File: src/rtl/io_arbiter_pkg.sv
// Shared types for the two-requester IO arbiter: FSM state encoding and latched command.
package io_arbiter_pkg;

    localparam int unsigned IO_DW = 32;

    typedef enum logic [1:0] {
        ST_IDLE  = 2'd0,
        ST_ISSUE = 2'd1,
        ST_RESP  = 2'd2
    } arb_state_e;

    typedef struct packed {
        logic             we;
        logic [IO_DW-1:0] addr;
        logic [IO_DW-1:0] wd;
    } io_cmd_t;

endpackage

File: src/rtl/io_arbiter_pick.sv
// Combinational 2-way winner select; on a tie the requester not granted last wins.
module io_arb_pick (
    input  logic req0,
    input  logic req1,
    input  logic last,
    output logic valid,
    output logic win
);

    assign valid = req0 | req1;
    assign win   = (req0 & req1) ? ~last : req1;

endmodule

File: src/rtl/io_arbiter.sv
// Two-requester IO bus arbiter: IDLE -> ISSUE -> RESP, one transaction per three cycles.
// Define IO_ARB_RR_EN for round-robin tie breaking; default is fixed priority to requester 0.
module io_arbiter
    import io_arbiter_pkg::*;
(
    input  logic             clk,
    input  logic             rstn,
    input  logic             req0,
    input  logic             req1,
    input  logic             we0,
    input  logic             we1,
    input  logic [IO_DW-1:0] addr0,
    input  logic [IO_DW-1:0] addr1,
    input  logic [IO_DW-1:0] wd0,
    input  logic [IO_DW-1:0] wd1,
    output logic             gnt0,
    output logic             gnt1,
    output logic             rvalid0,
    output logic             rvalid1,
    output logic [IO_DW-1:0] rdata0,
    output logic [IO_DW-1:0] rdata1,
    output logic             io_we,
    output logic [IO_DW-1:0] io_addr,
    output logic [IO_DW-1:0] io_wd,
    input  logic [IO_DW-1:0] io_rd
);

    arb_state_e       state_q;
    arb_state_e       state_d;
    io_cmd_t          cmd_q;
    logic             win_q;
    logic             pick_valid;
    logic             pick_win;
    logic             last_gnt;
    logic             take;
    logic [IO_DW-1:0] rdata0_q;
    logic [IO_DW-1:0] rdata1_q;

    assign take = (state_q == ST_IDLE) && pick_valid;

    io_arb_pick u_pick (
        .req0  (req0),
        .req1  (req1),
        .last  (last_gnt),
        .valid (pick_valid),
        .win   (pick_win)
    );

`ifdef IO_ARB_RR_EN
    logic last_q;

    // Reset to "requester 1 granted last" so requester 0 wins the first tie.
    always_ff @(posedge clk or negedge rstn) begin
        if (!rstn) begin
            last_q <= 1'b1;
        end else if (take) begin
            last_q <= pick_win;
        end
    end

    assign last_gnt = last_q;
`else
    assign last_gnt = 1'b1;
`endif

    // NOTE: sequential state uses non-blocking assignments so every flop samples pre-edge values.
    always_ff @(posedge clk or negedge rstn) begin
        if (!rstn) begin
            state_q <= ST_IDLE;
        end else begin
            state_q <= state_d;
        end
    end

    always_comb begin
        state_d = state_q;
        case (state_q)
            ST_IDLE:  if (pick_valid) state_d = ST_ISSUE;
            ST_ISSUE: state_d = ST_RESP;
            ST_RESP:  state_d = ST_IDLE;
            default:  state_d = ST_IDLE;
        endcase
    end

    // Command is captured once at the grant decision; later input changes are ignored.
    always_ff @(posedge clk or negedge rstn) begin
        if (!rstn) begin
            cmd_q <= '0;
            win_q <= 1'b0;
        end else if (take) begin
            win_q <= pick_win;
            cmd_q <= pick_win ? io_cmd_t'{we1, addr1, wd1} : io_cmd_t'{we0, addr0, wd0};
        end
    end

    always_ff @(posedge clk or negedge rstn) begin
        if (!rstn) begin
            rdata0_q <= '0;
            rdata1_q <= '0;
        end else if (state_q == ST_RESP) begin
            if (win_q) begin
                rdata1_q <= io_rd;
            end else begin
                rdata0_q <= io_rd;
            end
        end
    end

    // NOTE: every output gets a default before the case so no latch is inferred.
    always_comb begin
        gnt0    = 1'b0;
        gnt1    = 1'b0;
        rvalid0 = 1'b0;
        rvalid1 = 1'b0;
        io_we   = 1'b0;
        io_addr = '0;
        io_wd   = '0;
        rdata0  = rdata0_q;
        rdata1  = rdata1_q;
        case (state_q)
            ST_ISSUE: begin
                gnt0    = ~win_q;
                gnt1    = win_q;
                io_we   = cmd_q.we;
                io_addr = cmd_q.addr;
                io_wd   = cmd_q.wd;
            end
            ST_RESP: begin
                rvalid0 = ~win_q;
                rvalid1 = win_q;
                if (win_q) begin
                    rdata1 = io_rd;
                end else begin
                    rdata0 = io_rd;
                end
            end
            default: ;
        endcase
    end

endmodule

File: config.mk
export PLATFORM = sky130hd
export DESIGN_NAME = io_arbiter
export DESIGN_NICKNAME = d
export VERILOG_FILES = /design/src/rtl/io_arbiter_pkg.sv /design/src/rtl/io_arbiter_pick.sv /design/src/rtl/io_arbiter.sv
export SDC_FILE = /design/constraint.sdc
export NUM_CORES = 1
export LEC_CHECK = 0
export ABC_AREA = 1
export CAP_MARGIN = 0
export CORE_MARGIN = 8
export CORE_UTILIZATION = 42
export CTS_CLUSTER_SIZE = 24
export DETAILED_ROUTE_END_ITERATION = 10
export GPL_TIMING_DRIVEN = 1
export PLACE_DENSITY = 0.84
export SKIP_CTS_REPAIR_TIMING = 1
export SLEW_MARGIN = 40
export SYNTH_ARGS = -nofsm -noshare
export SYNTH_HDL_FRONTEND = slang
export SYNTH_SLANG_ARGS = --single-unit
File: constraint.sdc
create_clock -name clk -period 1.5 [get_ports clk]
set_input_delay 0.15 -clock clk [delete_from_list [all_inputs] [get_ports clk]]
set_output_delay 0.15 -clock clk [all_outputs]
set_load 0.005 [all_outputs]
==> flow_summary_export.csv, run 1 <==
group,metric,value,unit
worst_setup_path,crit_family,"buffers and inverters",
routing,antenna_left,0,
global_routing,grt_start_max_net_pins,67,
pwr,leakage,6.70,nW
worst_setup_path,cp_cell_sequence,"inv_2 > nand2_4 > nor2_4 > buf_6 > buf_12 > buf_6 > nand2_1 > nand2_1 > buf_2",
synth,ys_warn_count,0,
cells_and_area,stdcell_area,12100,um2
synth,synth_cells,923,
sta,slew_viol_final,0,
pwr,p_per_area,2020,nW/um2
global_routing,grt_pass1_vias,7064,
sta,hold_viol_final,0,
worst_setup_path,path_buf_inv,5,
clocking,clk_latency,0.43,ns
routing,drtPass1Iterations,5,
cells_and_area,fillers,922,
run_status,outcome,"complete, but fails checks",
routing,vias,7901,
floorplan,dieArea,19700,um2
synth,yosysSeqAreaShare,50.8,%
synth,syn_area_per_cell,7.04,um2
placement,place.gp.congestion,0.835,
global_routing,gr-total-overflow,0,
synth,synth-seq-cells,132,
routing,vias_per_cell,5.22,
sta,period_needed,2.05,ns
sta,fmax,0.488,GHz
worst_setup_path,start_kind,"register",
synth,syn_area,6500,um2
cells_and_area,n_antenna_cell,0,
worst_hold_path,worstHoldPathType,"input port to asynchronous set/reset pin",
sta,rsz0062_at_grt,"true",
synth,ys_types,14,
routing,drc,0,
sta,slew-limit-headroom,71.9,%
clocking,cts_max_level,4,
placement,placed_area,10000,um2
worst_setup_path,crit_slowest_cell,"dfrtp_1",
worst_setup_path,critPathCaptureType,"output pin",
sta,finalCritPeriodShare,137,%
worst_setup_path,ff2ff_path_depth,10,
clocking,cts-root-buf,"clkbuf_16",
worst_setup_path,critPathMaxStageDelay,0.41,ns
cells_and_area,nNetsFinal,1480,
clocking,cts_tree,"built",
synth,synth_nets,1089,
sta,tightest_slew,0.421,ns
run_status,failed_checks,"negative setup slack",
cells_and_area,areaGrowthSynthToFinish,85.6,%
cells_and_area,multi_input_area,3320,um2
clocking,cts.path.max_buffers,2,
routing,drt_iter0_markers,539,
global_routing,grt_pass1_wl,36300,um
floorplan,core_area,15100,um2
sta,worst_slack,-0.550,ns
worst_setup_path,path_max_fanout,6,
routing,wl_per_cell,20.3,um
cells_and_area,ff_latch_area,3310,um2
floorplan,die_w,140,um
cells_and_area,mostFrequentLayoutCell,"nand2_1",
sta,skew,0.0144,ns
worst_setup_path,worst-path-stages,9,
floorplan,die_h,140,um
worst_setup_path,critical_path_class,"register to output pin",
worst_setup_path,crit_required,1.35,ns
run,cap_violations,0,
worst_setup_path,r2r-end,"rdata1_q[9]",
pwr,max-vdd-ir-drop,1220,uV
placement,dp_hpwl,17200,um
sta,setup_viol,157,
floorplan,initial_core_util,42.9,%
clocking,cts_sinks,132,
clocking,cts_inserted_buffers,17,
worst_setup_path,rrSetupSlack,-0.14,ns
floorplan,pin_count,299,
floorplan,rows,45,
placement,port_buffers,298,
clocking,cts.clk_slew.worst_paths,0.06,ns
worst_setup_path,worstReg2RegStart,"state_q[0]",
routing,wl,30800,um
sta,hold_slack,0.125,ns
cells_and_area,drive_gt1_share,31.5,%
cells_and_area,final_cell_mix,"nand2_1, clkdlybuf4s50_1, dfrtp_1, buf_4, nand2_2",
worst_setup_path,cp_data_arrival_time,1.90,ns
global_routing,grt_antenna_before_repair,0,
global_routing,grt_util_all_layers,23.2,%
[routing by layer]
layer / wire length (um) / track usage (%) / vias to the layer above
met5: 0 / 0 / -
met4: 1590 / 8.74 / 0
met3: 3000 / 9.62 / 121
met2: 15200 / 38.7 / 482
met1: 11000 / 26.1 / 3736
li1: - / - / 3562
[stage by stage]
stage	TNS (ns)	instances	setup slack (ns)	total power, mW	util, %
3_5_place_dp	-21.46	1410	-0.277	16.0	66.1
5_1_grt	-52.69	1515	-0.627	25.5	79.6
3_3_place_gp	-16.63	1410	-0.222	15.7	66.1
2_1_floorplan	0	923	0.307	9.82	-
4_1_cts	-80.27	1442	-0.748	20.3	70.0
6_report	-44.11	1515	-0.550	24.3	79.6
[report_power, final]
part           switching, mW  total, mW  leakage [nW]  internal (mW)
registers              0.968       6.27          1.63           5.30
logic                   6.95       13.7          4.79           6.77
clock network           1.66       4.32         0.287           2.66
total                   9.58       24.3          6.70           14.7
[cells by family after synthesis]
kind of cell,share of synthesized area [%]
flip-flops,50.8
AO/OA/AOI/OAI,2.62
AND/OR/NAND/NOR,37.7
buffers and inverters,8.88
[registers in the layout, indices dropped and copies added (netlist names)]
register and flops:
rdata1_q 32, state_q 2, win_q 1, rdata0_q 32, cmd_q 65
[synthesized netlist by cell type]
cell type	instances	area (um2)
buf_1	1	3.75
buf_2	29	145
buf_4	14	105
clkbuf_1	15	56.3
dfrtp_1	132	3300
inv_1	68	255
inv_2	3	11.3
nand2_1	489	1840
nand3_1	66	330
nand3_2	1	10.0
nor2_1	69	259
nor2_2	2	12.5
o21ai_0	33	165
o21ai_1	1	5.00
[layout make-up]
type                            instances  area share [%]
Timing Repair Buffer                  430            35.8
Multi-Input combinational cell        662            27.6
Sequential cell                       132            27.4
Clock inverter                         12            1.28
Tap cell                              188            1.95
Clock buffer                           20            3.70
Inverter                               71            2.27
[how the worst max path moves through the flow]
stage	startpoint	endpoint	slack (ns)
finish	state_q[0]	rdata0[15]	-0.55
global route	state_q[0]	rdata0[9]	-0.63
CTS	win_q	rdata1[12]	-0.75
detailed placement	win_q	rdata1[24]	-0.28
global placement	win_q	rdata1[24]	-0.22
floorplan	state_q[0]	rdata0[22]	0.31
[worst register-to-register path: stages, from the launching register on]
cell and delay (ns):
dfrtp_1 0.39, inv_2 0.09, nand3_4 0.14, clkinv_4 0.08, buf_6 0.13, buf_6 0.13, clkbuf_16 0.16, nand2_2 0.06
nand2_2 0.09, buf_4 0.14, buf_4 0.12
Note: power is estimated with default switching activity, not from simulation.
==> run 2, diff against run 1 <==
CORE_MARGIN = unset   (was 8)
==> run 2 against run 1 <==
Effect of this change:
- the flow still finishes with violations (negative setup slack)
- power about the same
- combinational power is essentially flat
- wire length down 8.5%
- critical path type unchanged
==> flow_summary_export.csv, run 2 (same netlist as run 1, synthesis figures left out) <==
group,metric,value,unit
clocking,cts_tree,"built",
placement,dp_hpwl,14800,um
routing,drtPass1Iterations,5,
sta,period_needed,1.97,ns
clocking,clk_latency,0.42,ns
cells_and_area,areaGrowthSynthToFinish,85.9,%
floorplan,die_h,126,um
global_routing,grt_antenna_before_repair,1,
global_routing,grt_pass1_wl,33400,um
cells_and_area,nNetsFinal,1477,
sta,worst_slack,-0.475,ns
routing,vias_per_cell,5.19,
cells_and_area,reg.largest.list,"cmd_q (65), rdata0_q (32), rdata1_q (32)",
placement,port_buffers,298,
worst_setup_path,crit_slowest_cell,"dfrtp_1",
floorplan,rows,45,
run_status,failed_checks,"negative setup slack",
worst_setup_path,start_kind,"register",
routing,drc,0,
cells_and_area,drive_gt1_share,35.5,%
worst_setup_path,crit_path_frequent_cell,"nand2_1",
placement,placed_area,10000,um2
sta,finalCritPeriodShare,132,%
worst_setup_path,cp_data_arrival_time,1.82,ns
cells_and_area,ff_latch_area,3310,um2
worst_setup_path,rrSetupSlack,-0.03,ns
cells_and_area,finalNonFillerCells,1512,
clocking,cts.clk_slew.worst_paths,0.06,ns
clocking,cts.path.max_buffers,2,
worst_setup_path,critPathCaptureType,"output pin",
sta,slew_viol_final,0,
run_status,outcome,"complete, but fails checks",
routing,drt_iter0_markers,650,
sta,setup_viol,134,
sta,tightest_slew,0.463,ns
routing,wl_per_cell,18.6,um
sta,fmax,0.506,GHz
pwr,max-vdd-ir-drop,1150,uV
worst_setup_path,crit_required,1.35,ns
floorplan,core_area,15100,um2
worst_setup_path,critPathMaxStageDelay,0.38,ns
sta,rsz0062_at_grt,"true",
cells_and_area,top_register,"cmd_q",
routing,antenna_left,0,
routing,vias,7845,
cells_and_area,final_cell_mix,"nand2_1, clkdlybuf4s50_1, dfrtp_1, buf_4, nand2_2",
cells_and_area,largest_register_ffs,65,
pwr,p_per_area,2010,nW/um2
clocking,cts_inserted_buffers,17,
global_routing,grt_start_max_net_pins,53,
cells_and_area,mostFrequentLayoutCell,"nand2_1",
floorplan,dieArea,16000,um2
worst_hold_path,worstHoldPathType,"input port to register",
clocking,cts_sinks,132,
sta,slew-limit-headroom,69.2,%
clocking,cts_max_level,4,
cells_and_area,n_antenna_cell,0,
worst_setup_path,cp_cell_sequence,"inv_2 > nand2_4 > nor2_4 > buf_12 > buf_4 > buf_6 > nand2_1 > nand2_1 > clkbuf_2",
cells_and_area,fillers,931,
floorplan,die_w,126,um
floorplan,initial_core_util,42.9,%
global_routing,gr-total-overflow,0,
run,cap_violations,0,
pwr,power.total,24.3,mW
sta,hold_viol_final,0,
sta,skew,0.00648,ns
routing,wl,28200,um
worst_setup_path,critical_path_class,"register to output pin",
pwr,leakage,6.41,nW
global_routing,grt_pass1_vias,6820,
worst_setup_path,path_max_fanout,5,
cells_and_area,stdcell_area,12100,um2
placement,place.gp.congestion,0.777,
global_routing,grt_util_all_layers,26.5,%
placement,post-place-cells,1408,
floorplan,pin_count,299,
clocking,cts-root-buf,"clkbuf_16",
cells_and_area,multi_input_area,3510,um2
[run 2: cell count changes in the layout (fill, tap and decap cells not counted), sizes merged]
cell	delta
buf	+13
bufinv	+1
clkbuf	+10
clkinvlp	-2
dlymetal6s2s	-24
nand2	-1
[run 2: layout make-up]
type,instances,area share (%)
multi-input combinational,661,29.1
tap,188,1.95
sequential,132,27.4
clock buffer,21,3.89
inverter,71,2.29
timing repair buffer,428,34.0
clock inverter,11,1.43
[run 2: layer usage]
layer  share of wire (%)  vias to the layer above  global-route usage [%]
met5               0.046                        -                       0
met4                 5.2                        2                    8.01
met3                 9.2                      132                    7.93
met2                  50                      471                    46.4
met1                  35                     3692                    31.3
li1                    -                     3548                       -
[run 2: final timing paths]
kind	start	to	depth (start not counted)
max	state_q[0]	rdata0[29]	9
min	req1	win_q	3
max reg2reg	state_q[0]	rdata0_q[7]	7
min reg2reg	cmd_q[11]	cmd_q[11]	2
max in group asynchronous	rstn	rdata0_q[20]	3
min in group asynchronous	rstn	rdata1_q[0]	2
[run 2: stage by stage]
step,setup WS (ns),TNS (ns),utilization [%],hold WS (ns)
after floorplan,0.307,0,-,-0.146
after global placement,-0.204,-12.69,66.0,0.103
after detailed placement,-0.266,-15.45,66.0,0.104
after CTS,-0.713,-75.98,70.2,-0.341
after global routing,-0.539,-43.13,79.8,0.149
final,-0.475,-35.85,79.8,0.132
[run 2: where the power goes]
group / internal, mW / switching [mW] / leakage, nW
registers: 5.30 / 0.910 / 1.63
logic: 6.47 / 7.07 / 4.47
clock network: 2.93 / 1.65 / 0.314
[run 2: worst max-delay path: cells and delay by family (launching register included)]
kind                   cells  cell delay (ns)
buffers and inverters      5             0.62
DFF                        1             0.38
and+or+nand+nor            4             0.40
